--- src/rtl/tp_snd_pkg.sv ---
// Shared types and constants for the sound-CPU interrupt request path.
//   irq_state_t      : request FSM state, also exported on state_dbg
//   CEN3M_DIV        : clk_49m cycles per cen_3m pulse
//   *_DEF constants  : default timeout/holdoff lengths and counter width
package tp_snd_pkg;

  typedef enum logic [1:0] {
    IDLE    = 2'd0,
    ASSERT  = 2'd1,
    HOLDOFF = 2'd2
  } irq_state_t;

  localparam int unsigned CEN3M_DIV       = 16;
  localparam int unsigned TIMEOUT_CEN_DEF = 4096;  // ~1.33 ms at 3.072 MHz
  localparam int unsigned HOLDOFF_CEN_DEF = 64;
  localparam int unsigned CNT_W_DEF       = 13;

endpackage

--- src/rtl/tp_cen_edge.sv ---
// Clock-enable qualified rising-edge detector.
//   clk_i  : clock
//   rst_i  : asynchronous active-high reset, loads the history flop with INIT
//   cen_i  : clock enable; history only advances when high
//   d_i    : level to watch, synchronous to clk_i
//   rise_o : high on a cen_i cycle where d_i is 1 and the previous enabled sample was 0
module tp_cen_edge #(
  parameter bit INIT = 1'b1
) (
  input  logic clk_i,
  input  logic rst_i,
  input  logic cen_i,
  input  logic d_i,
  output logic rise_o
);

  logic prev_q, prev_d;

  always_comb begin
    prev_d = cen_i ? d_i : prev_q;
  end

  always_ff @(posedge clk_i or posedge rst_i) begin
    if (rst_i) begin
      prev_q <= INIT;
    end else begin
      prev_q <= prev_d;
    end
  end

  assign rise_o = cen_i & d_i & ~prev_q;

endmodule

--- src/rtl/tp_snd_irq_gen.sv ---
// Sound Z80 maskable interrupt generator. Qualifies irq_trigger rising edges on cen_3m,
// drives INT_n low until acknowledge, auto-releases after a no-acknowledge timeout,
// then enforces a holdoff during which further edges are latched as pending.
//   clk_49m     : 49.152 MHz system clock
//   irq_clr     : asynchronous active-high clear (system reset or IORQ&M1 acknowledge)
//   cen_3m      : 3.072 MHz clock enable, one clk_49m in 16
//   irq_trigger : request level from the CPU board
//   n_irq       : active-low Z80 INT (registered)
//   irq_pending : an edge arrived while a request was outstanding or in holdoff
//   timed_out   : sticky, a request was auto-released since the last irq_clr
//   state_dbg   : current FSM state encoding
module tp_snd_irq_gen
  import tp_snd_pkg::*;
#(
  parameter int unsigned TIMEOUT_CEN = TIMEOUT_CEN_DEF,
  parameter int unsigned HOLDOFF_CEN = HOLDOFF_CEN_DEF,
  parameter int unsigned CNT_W       = CNT_W_DEF
) (
  input  logic       clk_49m,
  input  logic       irq_clr,
  input  logic       cen_3m,
  input  logic       irq_trigger,
  output logic       n_irq,
  output logic       irq_pending,
  output logic       timed_out,
  output logic [1:0] state_dbg
);

  localparam logic [CNT_W-1:0] TimeoutLast = CNT_W'(TIMEOUT_CEN - 1);
  localparam logic [CNT_W-1:0] HoldoffLast = CNT_W'(HOLDOFF_CEN - 1);
  localparam logic [CNT_W-1:0] CntOne      = CNT_W'(1);

  irq_state_t       state_q, state_d;
  logic [CNT_W-1:0] cnt_q, cnt_d;
  logic             n_irq_q, n_irq_d;
  logic             pending_q, pending_d;
  logic             timed_out_q, timed_out_d;
  logic             rise;

  // History resets high: a trigger still high across an acknowledge must not re-fire.
  tp_cen_edge #(
    .INIT(1'b1)
  ) u_trig_edge (
    .clk_i (clk_49m),
    .rst_i (irq_clr),
    .cen_i (cen_3m),
    .d_i   (irq_trigger),
    .rise_o(rise)
  );

  always_comb begin
    state_d     = state_q;
    cnt_d       = cnt_q;
    n_irq_d     = n_irq_q;
    pending_d   = pending_q;
    timed_out_d = timed_out_q;

    case (state_q)
      IDLE: begin
        n_irq_d = 1'b1;
        cnt_d   = '0;
        if (rise) begin
          state_d = ASSERT;
          n_irq_d = 1'b0;
        end
      end

      ASSERT: begin
        if (cen_3m) begin
          if (rise) begin
            pending_d = 1'b1;
          end
          if (cnt_q == TimeoutLast) begin
            state_d     = HOLDOFF;
            cnt_d       = '0;
            n_irq_d     = 1'b1;
            timed_out_d = 1'b1;
          end else begin
            cnt_d = cnt_q + CntOne;
          end
        end
      end

      HOLDOFF: begin
        if (cen_3m) begin
          if (cnt_q == HoldoffLast) begin
            cnt_d = '0;
            // An edge landing on the final holdoff tick counts as pending.
            if (pending_q || rise) begin
              state_d   = ASSERT;
              pending_d = 1'b0;
              n_irq_d   = 1'b0;
            end else begin
              state_d = IDLE;
            end
          end else begin
            cnt_d = cnt_q + CntOne;
            if (rise) begin
              pending_d = 1'b1;
            end
          end
        end
      end

      // Unused encoding recovers on the next clock regardless of cen_3m.
      default: begin
        state_d = IDLE;
        cnt_d   = '0;
        n_irq_d = 1'b1;
      end
    endcase
  end

  always_ff @(posedge clk_49m or posedge irq_clr) begin
    if (irq_clr) begin
      state_q     <= IDLE;
      cnt_q       <= '0;
      n_irq_q     <= 1'b1;
      pending_q   <= 1'b0;
      timed_out_q <= 1'b0;
    end else begin
      state_q     <= state_d;
      cnt_q       <= cnt_d;
      n_irq_q     <= n_irq_d;
      pending_q   <= pending_d;
      timed_out_q <= timed_out_d;
    end
  end

  assign n_irq       = n_irq_q;
  assign irq_pending = pending_q;
  assign timed_out   = timed_out_q;
  assign state_dbg   = state_q;

endmodule

--- config.mk ---
export PLATFORM = sky130hd
export DESIGN_NAME = tp_snd_irq_gen
export DESIGN_NICKNAME = d
export VERILOG_FILES = /design/src/rtl/tp_snd_pkg.sv /design/src/rtl/tp_cen_edge.sv /design/src/rtl/tp_snd_irq_gen.sv
export SDC_FILE = /design/constraint.sdc
export NUM_CORES = 1
export LEC_CHECK = 0
export CAP_MARGIN = 30
export CORE_AREA = 2 2 55 57
export DETAILED_ROUTE_END_ITERATION = 10
export DIE_AREA = 0 0 57 59
export DONT_BUFFER_PORTS = 1
export GPL_ROUTABILITY_DRIVEN = 0
export MAX_ROUTING_LAYER = met4
export SYNTH_ARGS = -nofsm -noshare
export SYNTH_HDL_FRONTEND = slang
export SYNTH_SLANG_ARGS = --single-unit
--- constraint.sdc ---
create_clock -name clk_49m -period 5.3 [get_ports clk_49m]
set_input_delay 0.795 -clock clk_49m [delete_from_list [all_inputs] [get_ports clk_49m]]
set_output_delay 0.795 -clock clk_49m [all_outputs]
set_load 0.05 [all_outputs]
Word level (Yosys, flattened, before mapping) --
Index checks and enable logic that the tools add are counted.
Storage, ports and cells: bits of input ports 4, logic and storage cells 53, bits in registers 19
Cells by class: mux-type cells 24, equality and inequality tests 11, $add $sub $neg 1, reductions and logical operators 8, bitwise gates (word level) 3
Operator list (count):
- 13-bit two-way mux | 4
- 13-bit case mux with 2 select lines | 1
- 13-bit by 1-bit adder with 13-bit output (second input constant) | 1
- 13-bit by 12-bit == test with 1-bit output (second input constant) | 1
- 13-bit by 6-bit == test with 1-bit output (second input constant) | 1
- 2-bit != test (second input constant) | 6
- 1-bit two-way mux | 11
- 2-bit two-way mux | 5
- 5-bit AND reduction | 2
- 2-bit case mux with 3 select lines | 1
- 4-bit AND reduction | 1
- 3-bit != test (second input constant) | 1
- 1-bit case mux with 3 select lines | 1
- 3-bit AND reduction | 1
- 1-bit AND | 2
- 2-bit by 1-bit == test with 1-bit output (second input constant) | 1
- 2-bit == test (second input constant) | 1
- 2-bit logical NOT | 1
- 1-bit case mux with 2 select lines | 1
- 2-bit AND reduction | 1
- 2-bit nonzero test | 1
- 1-bit logical OR | 1
- 1-bit NOT | 1

Depth between registers and ports, before layout --
depth in word-level cells 7, depth in mapped cells 8, mapped depth without buffers 7

Hierarchy --
From an unflattened synthesis, not the netlist that was laid out.
Unflattened totals: cells, all modules 118, area, all modules 1119.8 um^2
By module, submodules not included:
- tp_snd_irq_gen | instances 1, cells each 114, sequential area each 451.7 um^2, area each 1064.8 um^2
- tp_cen_edge | instances 1, cells each 4, sequential area each 26.3 um^2, area each 55.1 um^2

Least setup slack after synthesis --
No wires, ideal clock.
path kind flip-flop to flip-flop, from register state_q[1] (netlist: state_dbg[1]), to register cnt_q[7], stages on the path, launching flop included 7, arrival 1928 ps, setup time 110 ps, data required time 5190 ps, slack 3262 ps, path through dfrtp_1 > ha_1 > inv_1 > a41o_1 > a21oi_4 > nand2_1 > o41ai_1
Between the ends: word-level cells in the longest chain between the ends 3, elaborated cells on any way between the ends 6
Ends and longest elaborated chain:
- from (decl) | line tp_snd_irq_gen.sv:33 | irq_state_t state_q, state_d;
- from (signal assigned) | line tp_snd_irq_gen.sv:122 | state_q <= state_d;
- 2-bit by 1-bit == test with 1-bit output / 2-bit == test (equally long branches) | line tp_snd_irq_gen.sv:58 | case (state_q)
- 2-bit != test (no line)
- 2-bit AND reduction (no line)
- to (signal assigned) | line tp_snd_irq_gen.sv:123 | cnt_q <= cnt_d;
- to (decl) | line tp_snd_irq_gen.sv:34 | logic [CNT_W-1:0] cnt_q, cnt_d;
Parallel ways exist; a longest one is shown, timed or not. A chain may end at the register's enable or synchronous reset.

Worst setup path in the final report --
from register state_q[0] (netlist: state_dbg[0]), to register cnt_q[7]
Same word-level chain as after synthesis.

==> flow_metrics.py <==
metrics = {
    "timing": {
        "period_minus_slack_ns": 2.55,
        "skew_ns": 0.00913,
        "setup_ws_ns": 2.75,
        "fmax_ghz": 0.392,
        "max_slew.worst_pin.slew_ns": 0.710,
        "min_period_over_period": 0.481,
        "maxSlewHeadroom": 0.526,
        "hold_slack_ns": 0.485,
        "fin_setup_tns_ns": 0,
        "drv_slew": 0,
        "rsz0062_at_grt": "false",
        "final-setup-viol-count": 0,
        "hold_violations": 0,
    },
    "clock_tree": {
        "cts_hold_buf": 0,
        "cts_tree": "yes",
        "cts_inserted_buffers": 3,
        "cts_sinks": 19,
        "cts_htree_levels": 1,
        "clk_pin_slew_worst_paths_ns": 0.11,
        "insertion_delay_ns": 0.30,
        "cts-root-buf": "clkbuf_4",
        "clockBufferDepth": 2,
        "post-cts-setup-buffer-count": 0,
        "cts.repair.resized": 0,
    },
    "routing": {
        "wl_per_cell_microns": 15.0,
        "drc": 0,
        "drt_iter0_markers": 20,
        "first_pass_iters": 4,
        "vias": 919,
        "post_drt_via_cell_ratio": 5.82,
        "wl_microns": 2370,
        "ant_nets": 0,
    },
    "logic_synthesis": {
        "synth-compound-area-share": 0.246,
        "synth_top_family_by_area": "compound AO/OA/AOI/OAI gates",
        "synth_edf_count": 0,
        "muxShareOfSynthArea": 0.0358,
        "yosys_warnings": 0,
        "synthFlopType": "dfrtp_1",
        "synthAdderAreaFrac": 0.0526,
        "synth-simple-area-share": 0.206,
        "yosysUniqueCellTypes": 44,
        "synth-seq-cells": 19,
        "synthCells": 126,
        "synthArstFlopShare": 1.00,
        "syn_area_sq_um": 1190,
        "syn_area_per_cell_sq_um": 9.44,
        "synthXorXnorAreaFrac": 0.00736,
        "synth_nets": 135,
        "seq_area_frac_synth": 0.402,
    },
    "cells_and_area": {
        "final_common_cell": "dfrtp_1",
        "multiInputGateArea_sq_um": 652,
        "nNetsFinal": 137,
        "num_antenna_cells": 0,
        "layout_common_cells": "17 x dfrtp_1, 15 x nand2_1, 11 x inv_1",
        "fillers": 266,
        "seqCellArea_sq_um": 478,
        "drive_gt1_frac": 0.118,
        "syn2layout_area_growth_pct": 3.89,
    },
    "critical_path": {
        "crit_start": "state_dbg[0]",
        "cp-start-kind": "flop",
        "cp_cell_sequence": "inv_1, ha_1, inv_1, a41o_1, a21oi_4, nand2_1, o41ai_1",
        "cp_max_fo": 14,
        "crit_required_ns": 5.50,
        "path_class": "flop to flop",
        "cpPeakStageDelay_ns": 0.61,
        "path_common_cell": "inv_1",
        "critPathBufInv": 2,
        "crit_slowest_cell": "dfrtp_1",
        "crit_family": "compound AO/OA/AOI/OAI gates",
        "endpoint_kind": "flop",
        "worstPathArrival_ns": 2.75,
        "regToRegStartpoint": "state_dbg[0]",
    },
    "floorplanning": {
        "design.core.area_sq_um": 2710,
        "io_pins": 9,
        "dieWidth_microns": 57,
        "start_util": 0.439,
        "std_cell_rows": 19,
        "dieHeight_microns": 59,
        "dieArea_sq_um": 3360,
    },
    "pwr": {
        "clkPwrFrac": 0.238,
        "combPwrFrac": 0.147,
        "power_leakage_nw": 0.540,
        "seqPwrFrac": 0.615,
        "p_sw_frac": 0.310,
        "p_per_area_nw_per_um2": 249,
        "internal-power_w": 0.000212,
        "power.switching_w": 0.0000953,
        "ir_worst_vdd_v": 0.000206,
    },
    "global_route": {
        "grt_overflow": 0,
        "grt_pass1_vias": 896,
        "grt_max_degree": 20,
        "antenna_found_initial": 0,
        "grt_usage": 0.161,
        "grt_pass1_wl_microns": 4080,
    },
    "place": {
        "numPortBuffers": 0,
        "pre_cts_slack_ns": 2.77,
        "hpwl_microns": 1760,
    },
    "run_status": {
        "outcome": "finished clean",
    },
    "flow_run": {
        "cap_violations": 0,
    },
    "min_path": {
        "hold_class": "primary input to asynchronous set/reset pin",
    },
}
cell families after synthesis:
family,count (synthesis)
buf+inv,14
flops,19
fa+ha+maj,5
compound gates,37
simple gates,46
mux,4
xor+xnor,1
layer usage:
metal | up-vias | GRT usage | part of all wire
met2 | 22 | 0.243 | 0.44
li1 | 474 | - | -
met1 | 421 | 0.213 | 0.51
met4 | 0 | 0.0365 | 0.0080
met5 | - | - | 0
met3 | 2 | 0.0502 | 0.037
power by group through the flow:
stage | sequential, W | combinational [W] | clock (W)
2_1_floorplan | 0.000184 | 0.0000389 | 0
3_3_place_gp | 0.000190 | 0.0000462 | 0
3_5_place_dp | 0.000191 | 0.0000458 | 0
4_1_cts | 0.000188 | 0.0000459 | 0.0000778
5_1_grt | 0.000192 | 0.0000528 | 0.0000832
6_report | 0.000189 | 0.0000452 | 0.0000732
area by class of cell:
| cell class | instances | area share |
|---|---|---|
| Clock buffer | 4 | 0.0213 |
| Inverter | 11 | 0.0334 |
| Multi-Input combinational cell | 93 | 0.527 |
| Sequential cell | 19 | 0.387 |
| Tap cell | 31 | 0.0314 |
worst paths after layout:
check / depth (start not counted) / end / slack (ns)
max in group asynchronous: 1 / cnt_q[11] / 4.36
min in group clk_49m: 2 / cnt_q[1] / 0.53
worst min register to register: 2 / cnt_q[1] / 0.53
worst min-delay path: 1 / state_dbg[0] / 0.49
worst max register to register: 7 / cnt_q[7] / 2.75
worst max-delay path: 7 / cnt_q[7] / 2.75
cells in the mapped netlist (all sizes together), types with 2 or more instances:
cell type   n  area [sq um]
ha          5          62.6
o22ai       3          18.8
nand4       4          31.3
and2        2          12.5
dfrtp      17           425
nand3       9          50.1
o21ai       7          35.0
clkbuf      2          7.51
a31o        2          17.5
mux2        2          22.5
o41ai       2          36.3
a31oi       3          33.8
mux2i       2          20.0
nor2        5          18.8
inv        11          41.3
and4        2          17.5
and3        2          12.5
a211oi      2          15.0
nand2      15          56.3
nor4        3          18.8
dfstp       2          52.6
a21oi       9          60.1
state kept, by name, indices dropped and copies added, names as in the netlist:
name,count
timed_out,1
cnt_q,13
u_trig_edge.prev_q,1
n_irq,1
irq_pending,1
state_dbg,2
per-stage QoR:
stage	cell area (sq um)	cells	util	power (W)
2_1_floorplan	1190	126	-	0.000223
4_1_cts	1240	158	0.456	0.000312
5_1_grt	1240	158	0.456	0.000328
6_report	1240	158	0.456	0.000307
3_3_place_gp	1210	154	0.446	0.000237
3_5_place_dp	1210	154	0.446	0.000236
Power figures use the tool's default switching activity.
